--- src/rtl/traffic_light_ctrl_if.sv ---
// traffic_light_ctrl_if: signal bundle between the traffic light controller and its environment.
//   tick       : one-cycle 1 s enable strobe
//   walk_btn   : pedestrian request (level or pulse)
//   sensor     : side-street vehicle present
//   main_light : {R,Y,G} one-hot, main street
//   side_light : {R,Y,G} one-hot, side street
//   walk_lamp  : pedestrian walk lamp
//   state_o    : current state code (debug)
// master drives the inputs and observes the lights; slave is the controller.
interface traffic_light_ctrl_if;
    logic       tick;
    logic       walk_btn;
    logic       sensor;
    logic [2:0] main_light;
    logic [2:0] side_light;
    logic       walk_lamp;
    logic [2:0] state_o;
    modport master (output tick, walk_btn, sensor,
                    input  main_light, side_light, walk_lamp, state_o);
    modport slave  (input  tick, walk_btn, sensor,
                    output main_light, side_light, walk_lamp, state_o);
endinterface

--- src/rtl/traffic_light_ctrl.sv ---
// traffic_light_ctrl: two-street traffic light with pedestrian walk phase and one-shot main-green extension.
//   clock : system clock, all state changes on rising edge
//   rst   : synchronous active-high reset
//   bus   : traffic_light_ctrl_if.slave (tick, walk_btn, sensor in; lights, walk_lamp, state_o out)
module traffic_light_ctrl #(
    parameter int T_MAIN = 6,
    parameter int T_SIDE = 4,
    parameter int T_EXT  = 3,
    parameter int T_YEL  = 2,
    parameter int T_WALK = 3
) (
    input logic                 clock,
    input logic                 rst,
    traffic_light_ctrl_if.slave bus
);
    typedef enum logic [2:0] {
        MAIN_G = 3'd0,
        MAIN_Y = 3'd1,
        WALK   = 3'd2,
        SIDE_G = 3'd3,
        SIDE_Y = 3'd4
    } state_t;

    localparam int M1    = (T_MAIN > T_SIDE) ? T_MAIN : T_SIDE;
    localparam int M2    = (T_EXT > T_YEL) ? T_EXT : T_YEL;
    localparam int M3    = (M1 > M2) ? M1 : M2;
    localparam int T_MAX = (M3 > T_WALK) ? M3 : T_WALK;
    localparam int CW    = $clog2(T_MAX) + 1;

    state_t        state, nxt;
    logic [CW-1:0] cnt, dur;
    logic          walk_req, ext_used, expire, extend;

    always_comb begin
        dur = (state == MAIN_G) ? (ext_used ? CW'(T_EXT) : CW'(T_MAIN)) :
              (state == SIDE_G) ? CW'(T_SIDE) :
              (state == WALK)   ? CW'(T_WALK) : CW'(T_YEL);
        expire = bus.tick && (cnt == dur - CW'(1));
        // first MAIN_G expiry with no side traffic re-arms the phase instead of leaving it
        extend = expire && (state == MAIN_G) && !bus.sensor && !ext_used;
        case (state)
            MAIN_G:  nxt = (expire && !extend) ? MAIN_Y : MAIN_G;
            MAIN_Y:  nxt = expire ? (walk_req ? WALK : SIDE_G) : MAIN_Y;
            WALK:    nxt = expire ? SIDE_G : WALK;
            SIDE_G:  nxt = expire ? SIDE_Y : SIDE_G;
            SIDE_Y:  nxt = expire ? MAIN_G : SIDE_Y;
            default: nxt = MAIN_G;
        endcase
    end

    // lights are decoded from the next state so they line up with the state register
    always_ff @(posedge clock) begin
        if (rst) begin
            state          <= MAIN_G;
            cnt            <= '0;
            walk_req       <= 1'b0;
            ext_used       <= 1'b0;
            bus.main_light <= 3'b001;
            bus.side_light <= 3'b100;
            bus.walk_lamp  <= 1'b0;
            bus.state_o    <= 3'd0;
        end else begin
            state          <= nxt;
            cnt            <= (nxt != state || extend) ? '0 : cnt + CW'(bus.tick);
            ext_used       <= extend ? 1'b1 : (nxt == MAIN_Y && state != MAIN_Y) ? 1'b0 : ext_used;
            // a press on the cycle that enters WALK is already being served
            walk_req       <= (nxt == WALK && state != WALK) ? 1'b0 :
                              (bus.walk_btn && state != WALK) ? 1'b1 : walk_req;
            bus.main_light <= (nxt == MAIN_G) ? 3'b001 : (nxt == MAIN_Y) ? 3'b010 : 3'b100;
            bus.side_light <= (nxt == SIDE_G) ? 3'b001 : (nxt == SIDE_Y) ? 3'b010 : 3'b100;
            bus.walk_lamp  <= (nxt == WALK);
            bus.state_o    <= nxt;
        end
    end
endmodule

--- src/flat_wrapper.sv ---
// flat-port wrapper written by rule: the top's interface ports become plain ports
module traffic_light_ctrl_flat 
#(
    parameter int T_MAIN = 6,
    parameter int T_SIDE = 4,
    parameter int T_EXT  = 3,
    parameter int T_YEL  = 2,
    parameter int T_WALK = 3
)
  (clock, rst, bus_tick, bus_walk_btn, bus_sensor, bus_main_light, bus_side_light, bus_walk_lamp, bus_state_o);
  traffic_light_ctrl_if bus_i ();
  input logic clock;
  input logic rst;
  input wire logic [$bits(bus_i.tick)-1:0] bus_tick;
  input wire logic [$bits(bus_i.walk_btn)-1:0] bus_walk_btn;
  input wire logic [$bits(bus_i.sensor)-1:0] bus_sensor;
  output wire logic [$bits(bus_i.main_light)-1:0] bus_main_light;
  output wire logic [$bits(bus_i.side_light)-1:0] bus_side_light;
  output wire logic [$bits(bus_i.walk_lamp)-1:0] bus_walk_lamp;
  output wire logic [$bits(bus_i.state_o)-1:0] bus_state_o;
  assign bus_i.tick = bus_tick;
  assign bus_i.walk_btn = bus_walk_btn;
  assign bus_i.sensor = bus_sensor;
  assign bus_main_light = bus_i.main_light;
  assign bus_side_light = bus_i.side_light;
  assign bus_walk_lamp = bus_i.walk_lamp;
  assign bus_state_o = bus_i.state_o;
  traffic_light_ctrl #(.T_MAIN(T_MAIN), .T_SIDE(T_SIDE), .T_EXT(T_EXT), .T_YEL(T_YEL), .T_WALK(T_WALK)) u_core (.clock(clock), .rst(rst), .bus(bus_i));
endmodule
--- config.mk ---
export PLATFORM = sky130hd
export DESIGN_NAME = traffic_light_ctrl_flat
export DESIGN_NICKNAME = d
export VERILOG_FILES = /design/src/rtl/traffic_light_ctrl_if.sv /design/src/rtl/traffic_light_ctrl.sv /design/src/flat_wrapper.sv
export SDC_FILE = /design/constraint.sdc
export NUM_CORES = 1
export LEC_CHECK = 0
export CAP_MARGIN = 20
export CORE_MARGIN = 2
export CORE_UTILIZATION = 50
export DETAILED_ROUTE_END_ITERATION = 8
export GPL_ROUTABILITY_DRIVEN = 0
export PLACE_DENSITY = 0.76
export SLEW_MARGIN = 0
export SYNTH_ARGS = -nofsm -noshare
export SYNTH_HDL_FRONTEND = slang
export SYNTH_SLANG_ARGS = --single-unit
--- constraint.sdc ---
create_clock -name clock -period 2.2 [get_ports clock]
set_input_delay 0.22 -clock clock [delete_from_list [all_inputs] [get_ports clock]]
set_output_delay 0.22 -clock clock [all_outputs]
set_load 0.005 [all_outputs]
After elaboration in Yosys (flattened, before gate mapping)

Index checks and enable logic that the tools add are counted.

Register bits after elaboration: 16
Output and inout port bits: 10
Logic and storage cells: 57

Add/subtract/negate cells: 2
Equality and inequality tests: 12
Muxes and demuxes: 16
Reduce and logical (&&, ||, !) cells: 19

Operators with widths:

| cell                                                                    | number |
|---|---|
| 3-bit two-way mux                                                       | 7 |
| 3-bit case mux with 5 select lines                                      | 1 |
| 3-bit by 2-bit == test with 1-bit output, second input constant         | 4 |
| 1-bit logical AND                                                       | 8 |
| 4-bit two-way mux                                                       | 2 |
| 2-bit OR reduction                                                      | 4 |
| 3-bit by 1-bit == test with 1-bit output, second input constant         | 2 |
| 3-bit == test, second input constant                                    | 2 |
| 3-bit zero test                                                         | 2 |
| 1-bit two-way mux                                                       | 6 |
| 4-bit by 1-bit adder with 4-bit output                                  | 1 |
| 4-bit == test                                                           | 1 |
| 4-bit by 1-bit subtractor with 4-bit output, second input constant      | 1 |
| 1-bit zero test                                                         | 3 |
| 3-bit by 1-bit inequality test with 1-bit output, second input constant | 1 |
| 3-bit by 2-bit inequality test with 1-bit output, second input constant | 1 |
| 3-bit inequality test                                                   | 1 |
| 2-bit nonzero test                                                      | 1 |
| 1-bit logical OR                                                        | 1 |

Logic depth before layout (Yosys ltp)

Gate-level depths: netlist of run 1.

Depth after elaboration: 18
Gate-level depth with buffers: 7

Least setup slack after synthesis of run 1

No wires, ideal clock.

Kind: register to register
Start point: register u_core.bus.state_o[1] (netlist name)
End point: register u_core.bus.main_light[0]
Setup time: 0.119 ns
Arrival: 1.599 ns
Path slack: 0.483 ns
Stages on the path, launching flop included: 7
Period minus slack after synthesis: 1.717 ns
Path through: dfxtp_1 -> nor2_1 -> and3_1 -> o41ai_2 -> buf_2 -> o211ai_1 -> o221a_1

RTL lines:

| item                 | line                        | source |
|---|---|---|
| end signal, assigned | traffic_light_ctrl.sv:69    | `bus.main_light <= (nxt == MAIN_G) ? 3'b001 : (nxt == MAIN_Y) ? 3'b010 : 3'b100;` |
| end, declared        | traffic_light_ctrl_if.sv:21 | `output main_light, side_light, walk_lamp, state_o);` |

==> qor.yml, run 1 <==
status: "finished clean"
ys_warn_count: 0
grt_pass1_wl_um: 3110
antenna_found_initial: 0
antenna_left: 0
tritoncts: "done"
cts_hold_buf: 0
p_switching_uw: 128
synthTopCellsByArea: "dfxtp_1, and3_1, a21oi_1"
path_cells: "nor2_1 -> o21ai_1 -> nand3_2 -> or4_1 -> o221a_1"
swShare_pct: 23.4
finalSetupViolCount: 0
die_area_mm2: 0.00205
cp.arrival_ns: 2.09
grt_pass1_vias: 706
path_clk_slew_ns: 0.09
irDropWorstVdd_uv: 362
tritoncts.num_buffers: 3
layout.nets: 120
tns_ns: 0
pwr_density_cell_mw_per_mm2: 527
clockPowerShare_pct: 36.0
timing.slew.headroom_pct: 63.6
yosysMostFrequentCell: "dfxtp_1"
drv_cap: 0
synthCells: 98
period_needed_ns: 1.90
critPathCaptureType: "flip-flop"
reg2reg_depth: 5
pwr-share-seq_pct: 55.3
async_flop_share_pct: 0
slowest_stage: "dfxtp_1"
start_kind: "flip-flop"
clock_latency_ns: 0.30
synth_cell_type_count: 40
start_util_pct: 54.7
cts_setup_buffers: 0
viasPerCell: 6.30
min-delay-path-class: "in2reg"
die_h_um: 45.3
overflow: 0
final_cell_area_mm2: 0.00104
p_leak_uw: 0.000398
layout-drive-gt1-share_pct: 14.3
grt_max_degree: 16
synth-edff-count: 0
synth_area_per_cell_um2: 8.71
track_usage_pct: 21.0
worstPathRequired_ns: 2.39
firstDrtPassIters: 4
hold_ws_ns: 0.587
worst_pin_slew_ns: 0.545
synth_fp_nets: 105
clock-sinks: 16
io_buffers: 14
report.final.slew_viol_count: 0
cts_buffer_depth: 2
intPower_uw: 418
timing.fmax_ghz: 0.527
die_width_um: 45.3
placed_area_um2: 1000
ys.flop_type: "dfxtp_1"
combPwrFrac_pct: 8.7
cts_resized: 0
hpwl_um: 1290
synthTopCellsByCount: "dfxtp_1, nor2_1, a21oi_1, and3_1, nor3_1"
cts_root_buf: "clkbuf_4"
ys_ff_latch: 16
ios: 15
antenna_cells: 0
synth.largest_area_cell: "dfxtp_1"
finClkSkew_ns: 0.00669
rows: 14
drtIter0Drc: 26
cp_max_fo: 15
hold_viol_final: 0
core_area_mm2: 0.00156
hold_path_depth: 4
wl_um: 1820
setup_ws_ns: 0.302
syn_to_final_growth_pct: 21.4
yosysSeqAreaShare_pct: 37.5
min_period_over_period_pct: 86.3
via_count: 807
synth_top_area_share_pct: 37.5
route.detailed.drc: 0
drt-wirelength-per-cell_um: 14.2
crit_type: "reg2reg"
netlist_area_um2: 853
critical-path-max-stage-delay_ns: 0.67
place_ws_ns: 0.308
rsz0062_at_grt: "false"
cts_max_level: 1
==> sequential cells by signal, summed over array words and instances, names as in the netlist <==
| register | cells |
|---|---|
| u_core.bus.side_light | 3 |
| u_core.bus.state_o | 3 |
| u_core.bus.main_light | 3 |
| u_core.bus.walk_lamp | 1 |
| u_core.cnt | 4 |
| u_core.walk_req | 1 |
| u_core.ext_used | 1 |
==> through the flow <==
step | utilization, % | std cells | total power (uW)
finish | 66.5 | 128 | 546
global route | 66.5 | 128 | 565
CTS | 66.5 | 128 | 547
detailed placement | 64.1 | 124 | 356
global placement | 64.1 | 124 | 354
floorplan | - | 98 | 344
==> cells in the final DEF, fill, tap and decap left out, types with 2 or more instances in the layout <==
cell type | netlist | routed
a21oi_1 | 7 | 7
a31o_1 | 2 | 2
and3_1 | 7 | 7
buf_4 | 1 | 4
clkbuf_4 | 0 | 3
clkdlybuf4s50_1 | 0 | 14
dfxtp_1 | 16 | 16
ha_1 | 2 | 2
inv_1 | 3 | 3
nand2_1 | 2 | 2
nand3_1 | 3 | 3
nand4_1 | 2 | 2
nor2_1 | 8 | 8
nor2b_1 | 3 | 3
nor3_1 | 5 | 5
o211ai_1 | 3 | 3
o21ai_1 | 2 | 2
o22ai_1 | 2 | 2
o31ai_1 | 2 | 2
or2_2 | 2 | 2
or4_1 | 2 | 2
==> path summary, 6_finish.rpt <==
check	from	to	slack [ns]
worst max-delay path	u_core.bus.state_o[2]	u_core.bus.main_light[0]	0.30
worst min-delay path	bus_walk_btn	u_core.walk_req	0.59
worst max register to register	u_core.bus.state_o[2]	u_core.bus.main_light[0]	0.30
worst min register to register	u_core.walk_req	u_core.bus.walk_lamp	0.59
==> layer usage <==
| layer | vias to the layer above | global-route usage (%) | share of wire (%) |
|---|---|---|---|
| met4 | 0 | 7.06 | 1.8 |
| met1 | 368 | 26.8 | 43 |
| met2 | 42 | 32.9 | 45 |
| met3 | 6 | 7.20 | 10 |
| li1 | 391 | - | - |
| met5 | - | 0 | 0 |
==> power by group through the flow <==
stage          clock [uW]  sequential (uW)  combinational (uW)
6_report              196              302                47.5
5_1_grt               207              303                54.9
4_1_cts               198              302                47.2
3_5_place_dp            0              309                47.2
3_3_place_gp            0              309                45.4
2_1_floorplan           0              307                36.7
==> cells by family after synthesis <==
logic type,Yosys count,synth area share (%)
AO/OA/AOI/OAI,28,25.5
XOR/XNOR,2,2.05
adder cells (fa/ha/maj),2,2.93
buffers and inverters,12,6.89
flip-flops,16,37.5
AND/OR/NAND/NOR,38,25.1
==> layout make-up <==
cell class	instances	area [um^2]
Clock buffer	4	36.3
Fill cell	137	523
Inverter	4	15.0
Multi-Input combinational cell	70	474
Sequential cell	16	320
Tap cell	16	20.0
Timing Repair Buffer	18	170
==> critical path: cells and delay by family (launching register included) <==
family / cells / cell delay [ns]
AOI/OAI and AO/OA: 2 / 0.26
DFF: 1 / 0.67
and+or+nand+nor: 3 / 0.86
Power figures use the tool's default switching activity.
==> inputs of run 2 (changes only) <==
--- a/config.mk
+++ b/config.mk
@@ -7,10 +7,10 @@
 export LEC_CHECK = 0
 export CAP_MARGIN = 20
 export CORE_MARGIN = 2
-export CORE_UTILIZATION = 50
+export CORE_UTILIZATION = 45
 export DETAILED_ROUTE_END_ITERATION = 8
 export GPL_ROUTABILITY_DRIVEN = 0
-export PLACE_DENSITY = 0.76
+export PLACE_DENSITY = 0.73
 export SLEW_MARGIN = 0
 export SYNTH_ARGS = -nofsm -noshare
 export SYNTH_HDL_FRONTEND = slang
==> constraint.sdc (replaced) <==
create_clock -name clock -period 1.6 [get_ports clock]
set_input_delay 0.16 -clock clock [delete_from_list [all_inputs] [get_ports clock]]
set_output_delay 0.16 -clock clock [all_outputs]
set_load 0.005 [all_outputs]
==> qor.yml, run 2 (synthesized netlist as in run 1, its figures left out) <==
regToRegSetupSlack_ns: -0.02  # was 0.30 ns
crit_start: "u_core.bus.state_o[2]"  # unchanged
die_area_mm2: 0.00226  # was 0.00205 mm^2
track_usage_pct: 20.2  # was 21.0%
start_kind: "flip-flop"  # unchanged
report.final.slew_viol_count: 0  # unchanged
drv_cap: 0  # unchanged
utilization_pct: 74.1  # was 66.5%
via_count: 877  # was 807
syn_to_final_growth_pct: 53.2  # was 21.4%
busiest_layer: "met2"  # unchanged
drt-wirelength-per-cell_um: 15.2  # was 14.2 um
setup_ws_ns: -0.0244  # was 0.302 ns
r2r-end: "u_core.bus.main_light[1]"  # was u_core.bus.main_light[0]
antenna_cells: 0  # unchanged
timing.slew.headroom_pct: 73.1  # was 63.6%
rows: 15  # was 14
cp.arrival_ns: 1.84  # was 2.09 ns
worstPathRequired_ns: 1.82  # was 2.39 ns
use_met3_pct: 3.77  # was 7.20%
final_common_cell: "buf_4"  # was dfxtp_1
viasPerCell: 5.59  # was 6.30
gr-usage-met2_pct: 31.4  # was 32.9%
drtIter0Drc: 27  # was 26
grt_pass1_vias: 728  # was 706
io_buffers: 14  # unchanged
swShare_pct: 24.2  # was 23.4%
hold_path_depth: 2  # was 4
final_cell_area_mm2: 0.00131  # was 0.00104 mm^2
cts_root_buf: "clkbuf_4"  # unchanged
p_leak_uw: 0.000527  # was 0.000398 uW
placed_area_mm2: 0.00116  # was 1000 um^2
stdcell_count: 157  # was 128
combPwrFrac_pct: 13.1  # was 8.7%
path_cells: "o311ai_4 -> nand3_2 -> or4_4 -> a211oi_2"  # was nor2_1 -> o21ai_1 -> nand3_2 -> or4_1 -> o221a_1
rsz0062_at_grt: "true"  # was false
route.detailed.drc: 0  # unchanged
hold_viol_final: 0  # unchanged
tritoncts: "done"  # unchanged
crit_type: "reg2reg"  # unchanged
violations: "setup timing"
period_needed_ns: 1.62  # was 1.90 ns
grt_use_met1_pct: 27.0  # was 26.8%
cp_max_fo: 6  # was 15
clockPowerShare_pct: 34.2  # was 36.0%
critical-path-max-stage-delay_ns: 0.51  # was 0.67 ns
wl_um: 2390  # was 1820 um
layout-drive-gt1-share_pct: 41.7  # was 14.3%
pwr_density_cell_mw_per_mm2: 598  # was 527 mW/mm^2
worst_pin_slew_ns: 0.403  # was 0.545 ns
reg2reg_depth: 4  # was 5
nFillCells: 142  # was 137
multi_input_area_um2: 564  # was 474 um^2
p_switching_uw: 189  # was 128 uW
regMostFlops: "u_core.cnt"  # unchanged
status: "finished with violations"  # was finished clean
grt_pass1_wl_um: 3200  # was 3110 um
clock-sinks: 16  # unchanged
mostFrequentLayoutCells: "buf_4, clkdlybuf4s50_1, dfxtp_1"  # was dfxtp_1, clkdlybuf4s50_1, nor2_1
crit_cells: 4  # was 5
core_area_mm2: 0.00176  # was 0.00156 mm^2
finClkSkew_ns: 0.000447  # was 0.00669 ns
setup.worst_path.end: "u_core.bus.main_light[1]"  # was u_core.bus.main_light[0]
antenna_left: 0  # unchanged
cts_hold_buf: 0  # unchanged
hpwl_um: 1490  # was 1290 um
slowest_stage: "or4_4"  # was dfxtp_1
timing.fmax_ghz: 0.616  # was 0.527 GHz
antenna_found_initial: 0  # unchanged
finalSetupViolCount: 5  # was 0
min_period_over_period_pct: 102  # was 86.3%
rr_startpoint: "u_core.bus.state_o[2]"  # unchanged
place_ws_ns: -0.133  # was 0.308 ns
ios: 15  # unchanged
firstDrtPassIters: 4  # unchanged
die_width_um: 47.5  # was 45.3 um
irDropWorstVdd_uv: 443  # was 362 uV
largest_register_ffs: 4  # unchanged
min-delay-path-class: "reg2reg"  # was in2reg
start_util_pct: 48.4  # was 54.7%
path_clk_slew_ns: 0.09  # about the same
layout.nets: 140  # was 120
intPower_uw: 592  # was 418 uW
cts_max_level: 1  # unchanged
tritoncts.num_buffers: 3  # unchanged
ff_latch_area_um2: 337  # was 320 um^2
path_delay_family: "simple AND/OR/NAND/NOR gates"  # unchanged
path_buf_inv: 0  # unchanged
pwr-share-seq_pct: 52.7  # was 55.3%
grt_max_degree: 15  # was 16
critPathCaptureType: "flip-flop"  # unchanged
dpl.cell_count: 149  # was 124
die_h_um: 47.5  # was 45.3 um
cts_buffer_depth: 2  # unchanged
clock_latency_ns: 0.29  # was 0.30 ns
overflow: 0  # unchanged
## run 2: per-stage QoR
| step | TNS [ns] | hold WS, ns | power, uW |
|---|---|---|---|
| floorplan | -0.00237 | 0.367 | 475 |
| global placement | -0.591 | 0.528 | 513 |
| detailed placement | -0.675 | 0.536 | 516 |
| CTS | -0.0240 | 0.550 | 778 |
| global route | -0.397 | 0.602 | 815 |
| finish | -0.0729 | 0.568 | 781 |
## run 2: routing by layer
metal / share of wire, % / wire, um
met3: 4.6 / 109
met5: 0 / 0
met1: 45 / 1080
met4: 0.96 / 23
met2: 49 / 1170
## run 2: worst min path at each step
stage,endpoint,from,slack [ns]
detailed placement,u_core.bus.walk_lamp,u_core.walk_req,0.54
global route,u_core.bus.side_light[1],rst,0.60
CTS,u_core.bus.walk_lamp,u_core.walk_req,0.55
finish,u_core.bus.walk_lamp,u_core.walk_req,0.57
global placement,u_core.bus.walk_lamp,u_core.walk_req,0.53
floorplan,u_core.ext_used,bus_sensor,0.37
## run 2: layout make-up
class	instances	area share, %
Inverter	4	1.15
Tap cell	25	2.39
Sequential cell	16	25.7
Clock buffer	4	2.78
Timing Repair Buffer	38	24.8
Multi-Input combinational cell	70	43.2
## run 2: power by group through the flow
| stage | sequential [uW] | clock [uW] | combinational (uW) |
|---|---|---|---|
| floorplan | 422 | 0 | 52.9 |
| global placement | 423 | 0 | 90.0 |
| detailed placement | 424 | 0 | 92.6 |
| CTS | 411 | 273 | 94.0 |
| global route | 413 | 291 | 111 |
| finish | 412 | 267 | 102 |
## run 2: what timing repair did
item                       CTS  global route
gates resized for setup      8            11
pin swaps                    7             6
setup buffers                1             4
setup endpoints to repair    5            14
## run 2: tightest hold or removal path, delay by kind of cell (launching register included)
kind,cells,cell delay [ns]
flops,1,0.35
simple gates,1,0.10
compound gates,1,0.07
==> inputs of run 3 (changes only) <==
--- a/config.mk
+++ b/config.mk
@@ -11,7 +11,7 @@
 export DETAILED_ROUTE_END_ITERATION = 8
 export GPL_ROUTABILITY_DRIVEN = 0
 export PLACE_DENSITY = 0.73
-export SLEW_MARGIN = 0
+export SLEW_MARGIN = 20
 export SYNTH_ARGS = -nofsm -noshare
 export SYNTH_HDL_FRONTEND = slang
 export SYNTH_SLANG_ARGS = --single-unit
==> results of run 3 <==
No change in the layout: final DEF, timing and power equal those of run 2.
==> RTL change 1: new RTL, settings of run 2 <==
Reset style: asynchronous (`rst`), changed in one clocked block. Comments in the files are not updated.
--- a/src/rtl/traffic_light_ctrl.sv
+++ b/src/rtl/traffic_light_ctrl.sv
@@ -50,5 +50,5 @@
 
     // lights are decoded from the next state so they line up with the state register
-    always_ff @(posedge clock) begin
+    always_ff @(posedge clock or posedge rst) begin
         if (rst) begin
             state          <= MAIN_G;
Behaviour: differs if rst is asserted again (counterexample within 10 cycles, from zero or initial values and one cycle with rst high); with rst held inactive, the same outputs for 10 cycles.
==> RTL change 1 against run 2 <==
The run still ends with setup timing left. Wire length decreased by 19%. Core utilization decreased by 6.9 points. Worst hold slack got worse by 0.35 ns. Sequential share of layout area increased by 5.4 points. Area after synthesis increased by 5.3%. Fmax decreased by 34%. Sequential cell count unchanged. Final area decreased by 1.1%. Critical path depth increased by 5. Worst setup slack got worse by 0.82 ns. Critical path type unchanged. Highest routed layer unchanged.
Power is left out: it rests on default switching activity, and per cell area and clock period it moved more than threefold.
==> RTL change 1: results <==
group,metric,value,unit
sta,fin_ws,-0.8451,ns
route,dr_wl_met3,41,µm
route,routed_wl,1.925,mm
placed_design,place_inst,139,
final_layout,fill_cells,154,
cts,post_cts_buffers,2,
grt,grt_max_degree,17,
synthesis,synth_compound_area_share,13.23,%
synthesis,synthMuxAreaShare,4.596,%
synthesis,ys_top_cells_by_count,"dfrtp_1, nor2_1, a21oi_1, nand2_1",
sta,fin_skew,0.004256,ns
worst_hold_path,hold_class,"primary input to async pin",
sta,relSlewSlack,60.57,%
grt,grt_pass1_wl,3.325,mm
synthesis,synth_cell_type_count,38,
critical_path,critPathMaxFanout,7,
critical_path,rr_startpoint,"u_core.bus.state_o[1]",
placed_design,dp.final_hpwl,1.378,mm
synthesis,synth-xor-area-share,3.900,%
final_layout,nets,130,
run_status,outcome,"finished with violations",
cts,cts-resized-gates,10,
synthesis,async_reset_ff_share,100.0,%
run_status,failed_checks,"setup timing",
grt,use_met3,2.778,%
critical_path,ff2ff_path_depth,9,
route,wl_per_cell,13.01,µm
grt,grt_pass1_vias,761,
synthesis,postSynthAreaPerCell,10.33,µm²
critical_path,crit_path_top_delay_cell,"dfrtp_1",
synthesis,ys_seq_area_share,44.85,%
sta,whs,0.2216,ns
critical_path,slowest_delay,0.38,ns
route,wl_met2,953,µm
synthesis,syn_nets,95,
grt,grtUsageMet2,29.68,%
synthesis,synth_ff_type,"dfrtp_1",
sta,setup_viol,16,
placed_design,placed_cell_area,1164,µm²
RTL change 1: cell types whose count changed in the layout (fill, tap and decap cells not counted), moves of 4 or more:
cell	run 2	this run
buf_6	1	5
dfxtp_1	11	0
buf_4	23	15
nand2_1	1	5
dfrtp_1	0	14
dfxtp_4	4	0
and3_1	6	0
RTL change 1: final cells by class:
cell class,count,area (µm²),area share [%]
Multi-Input combinational cell,62,466.7,36.11
Inverter,3,11.26,0.8712
Tap cell,27,33.78,2.614
Clock buffer,4,26.28,2.033
Timing Repair Buffer,36,351.6,27.20
Sequential cell,16,402.9,31.17
RTL change 1: worst max path at each step:
stage | endpoint | slack, ns | depth (start not counted)
final | u_core.walk_req | -0.85 | 9
after global routing | u_core.walk_req | -0.99 | 9
after CTS | u_core.bus.side_light[0] | -0.78 | 10
after detailed placement | u_core.bus.main_light[1] | -0.89 | 9
after global placement | u_core.bus.main_light[1] | -0.84 | 8
after floorplan | u_core.bus.side_light[0] | -1.03 | 10
==> RTL change 2: new RTL, settings of run 2 <==
Without the edit above. `T_YEL` is set to 2 in 2 places; all go to 1.
--- a/src/rtl/traffic_light_ctrl.sv
+++ b/src/rtl/traffic_light_ctrl.sv
@@ -7,5 +7,5 @@
     parameter int T_SIDE = 4,
     parameter int T_EXT  = 3,
-    parameter int T_YEL  = 2,
+    parameter int T_YEL  = 1,
     parameter int T_WALK = 3
 ) (
--- a/src/flat_wrapper.sv
+++ b/src/flat_wrapper.sv
@@ -5,5 +5,5 @@
     parameter int T_SIDE = 4,
     parameter int T_EXT  = 3,
-    parameter int T_YEL  = 2,
+    parameter int T_YEL  = 1,
     parameter int T_WALK = 3
 )
Behaviour: not the same (a bounded check fails within 10 cycles, from zero or initial values and one cycle with rst high).
==> RTL change 2 against run 2 <==
The run still ends with setup timing left. Total power decreased by 0.48%. Sequential share of layout area decreased by 2.3 points. Die area increased by 1.4%. Area after synthesis increased by 1.5%. Sequential cell count unchanged. Wire length increased by 1.9%. Combinational power decreased by 12%. Clock power increased by 3%. Fmax decreased by 33%. Final area increased by 7.6%. Worst setup slack got worse by 0.81 ns. First-iteration DRC count decreased by 52%. Critical path type unchanged. Largest cell class unchanged. Largest power group unchanged.
==> RTL change 2: results <==
group,metric,value,unit
sta,setup_tns,-11.28,ns
placed_design,place_inst,153,
sta,setup_viol,16,
grt,grt_pass1_vias,744,
critical_path,crit_path_top_delay_cell,"dfxtp_4",
sta,fin_ws,-0.8354,ns
pwr,intPower,588.7,µW
grt,grt_use_total,23.09,%
route,drt_iter0_markers,13,
synthesis,ys_seq_area_share,36.99,%
run_status,failed_checks,"setup timing",
critical_path,crit_arrival,2.63,ns
synthesis,ys_top_cells_by_count,"dfxtp_1, nor2_1, nand2_1",
synthesis,yosys-top-cells-area,"dfxtp_1, nor2_1, ha_1, a21oi_2, xnor2_1",
route,routed_wl,2.431,mm
critical_path,slowest_delay,0.38,ns
final_layout,nets,144,
synthesis,postSynthAreaPerCell,9.411,µm²
pwr,p_leak,0.5797,nW
sta,max_slew.worst_pin.slew,0.3717,ns
route,via_per_inst,5.256,
pwr,comb_power,89.4,µW
sta,fin_skew,0.003286,ns
placed_design,dp.final_hpwl,1.679,mm
synthesis,syn_nets,100,
placed_design,placed_cell_area,1254,µm²
pwr,ir_worst_vdd,590.0,µV
run_status,outcome,"finished with violations",
pwr,pg_clk,274,µW
final_layout,finalNonFillerCells,160,
pwr,finalPower,777.5,µW
-- RTL change 2: cell types whose count changed after synthesis, sizes merged, moves of 3 or more --
cell    change
o211ai      -3
nor2        +4
o21ai       -3
and3        -7
nor4        +3
or4         -3
xnor2       +3
nand2       +4
and2        +4
buf         -3
-- RTL change 2: path summary, 6_finish.rpt --
path,startpoint,endpoint,slack [ns],cells past startpoint
setup / recovery,u_core.bus.state_o[1],u_core.bus.side_light[2],-0.84,11
hold reg to reg,u_core.walk_req,u_core.walk_req,0.54,1
hold / removal,u_core.walk_req,u_core.walk_req,0.54,1
setup reg to reg,u_core.bus.state_o[1],u_core.bus.side_light[2],-0.84,11
-- RTL change 2: timing repair --
action                     CTS  global route
hold endpoints to repair     0             0
setup endpoints to repair   16            17
buffers inserted             3             1
hold buffers                 0             0
resized for setup           12             9
pin swaps                   15            10
-- RTL change 2: cell families after synthesis --
kind of cell             after synthesis  synth area share [%]
buffers and inverters                  5                 3.178
flip-flops                            16                 36.99
adder cells (fa/ha/maj)                3                 4.336
XOR/XNOR                               7                 7.081
AND/OR/NAND/NOR                       42                 30.20
multiplexers                           2                 2.457
AO/OA/AOI/OAI                         17                 15.75
-- RTL change 2: cell type report --
class                   instances  area [µm²]
multi-input cells              71       639.4
inverters                       2       7.507
clock buffers                   4       36.28
repair buffers                 42       361.6
fillers                       118       357.8
well taps                      25       31.28
flip-flops and latches         16       330.3
-- RTL change 2: metal layers --
layer  part of all wire [%]  routed length, µm  vias to the layer above  global-route usage (%)
li1                       -                  -                      406                       -
met1                     46               1110                      405                   30.70
met2                     49               1183                       24                   35.20
met3                    3.9                 96                        6                   6.038
met4                    1.6                 40                        0                   9.730
met5                      0                  0                        -                       0
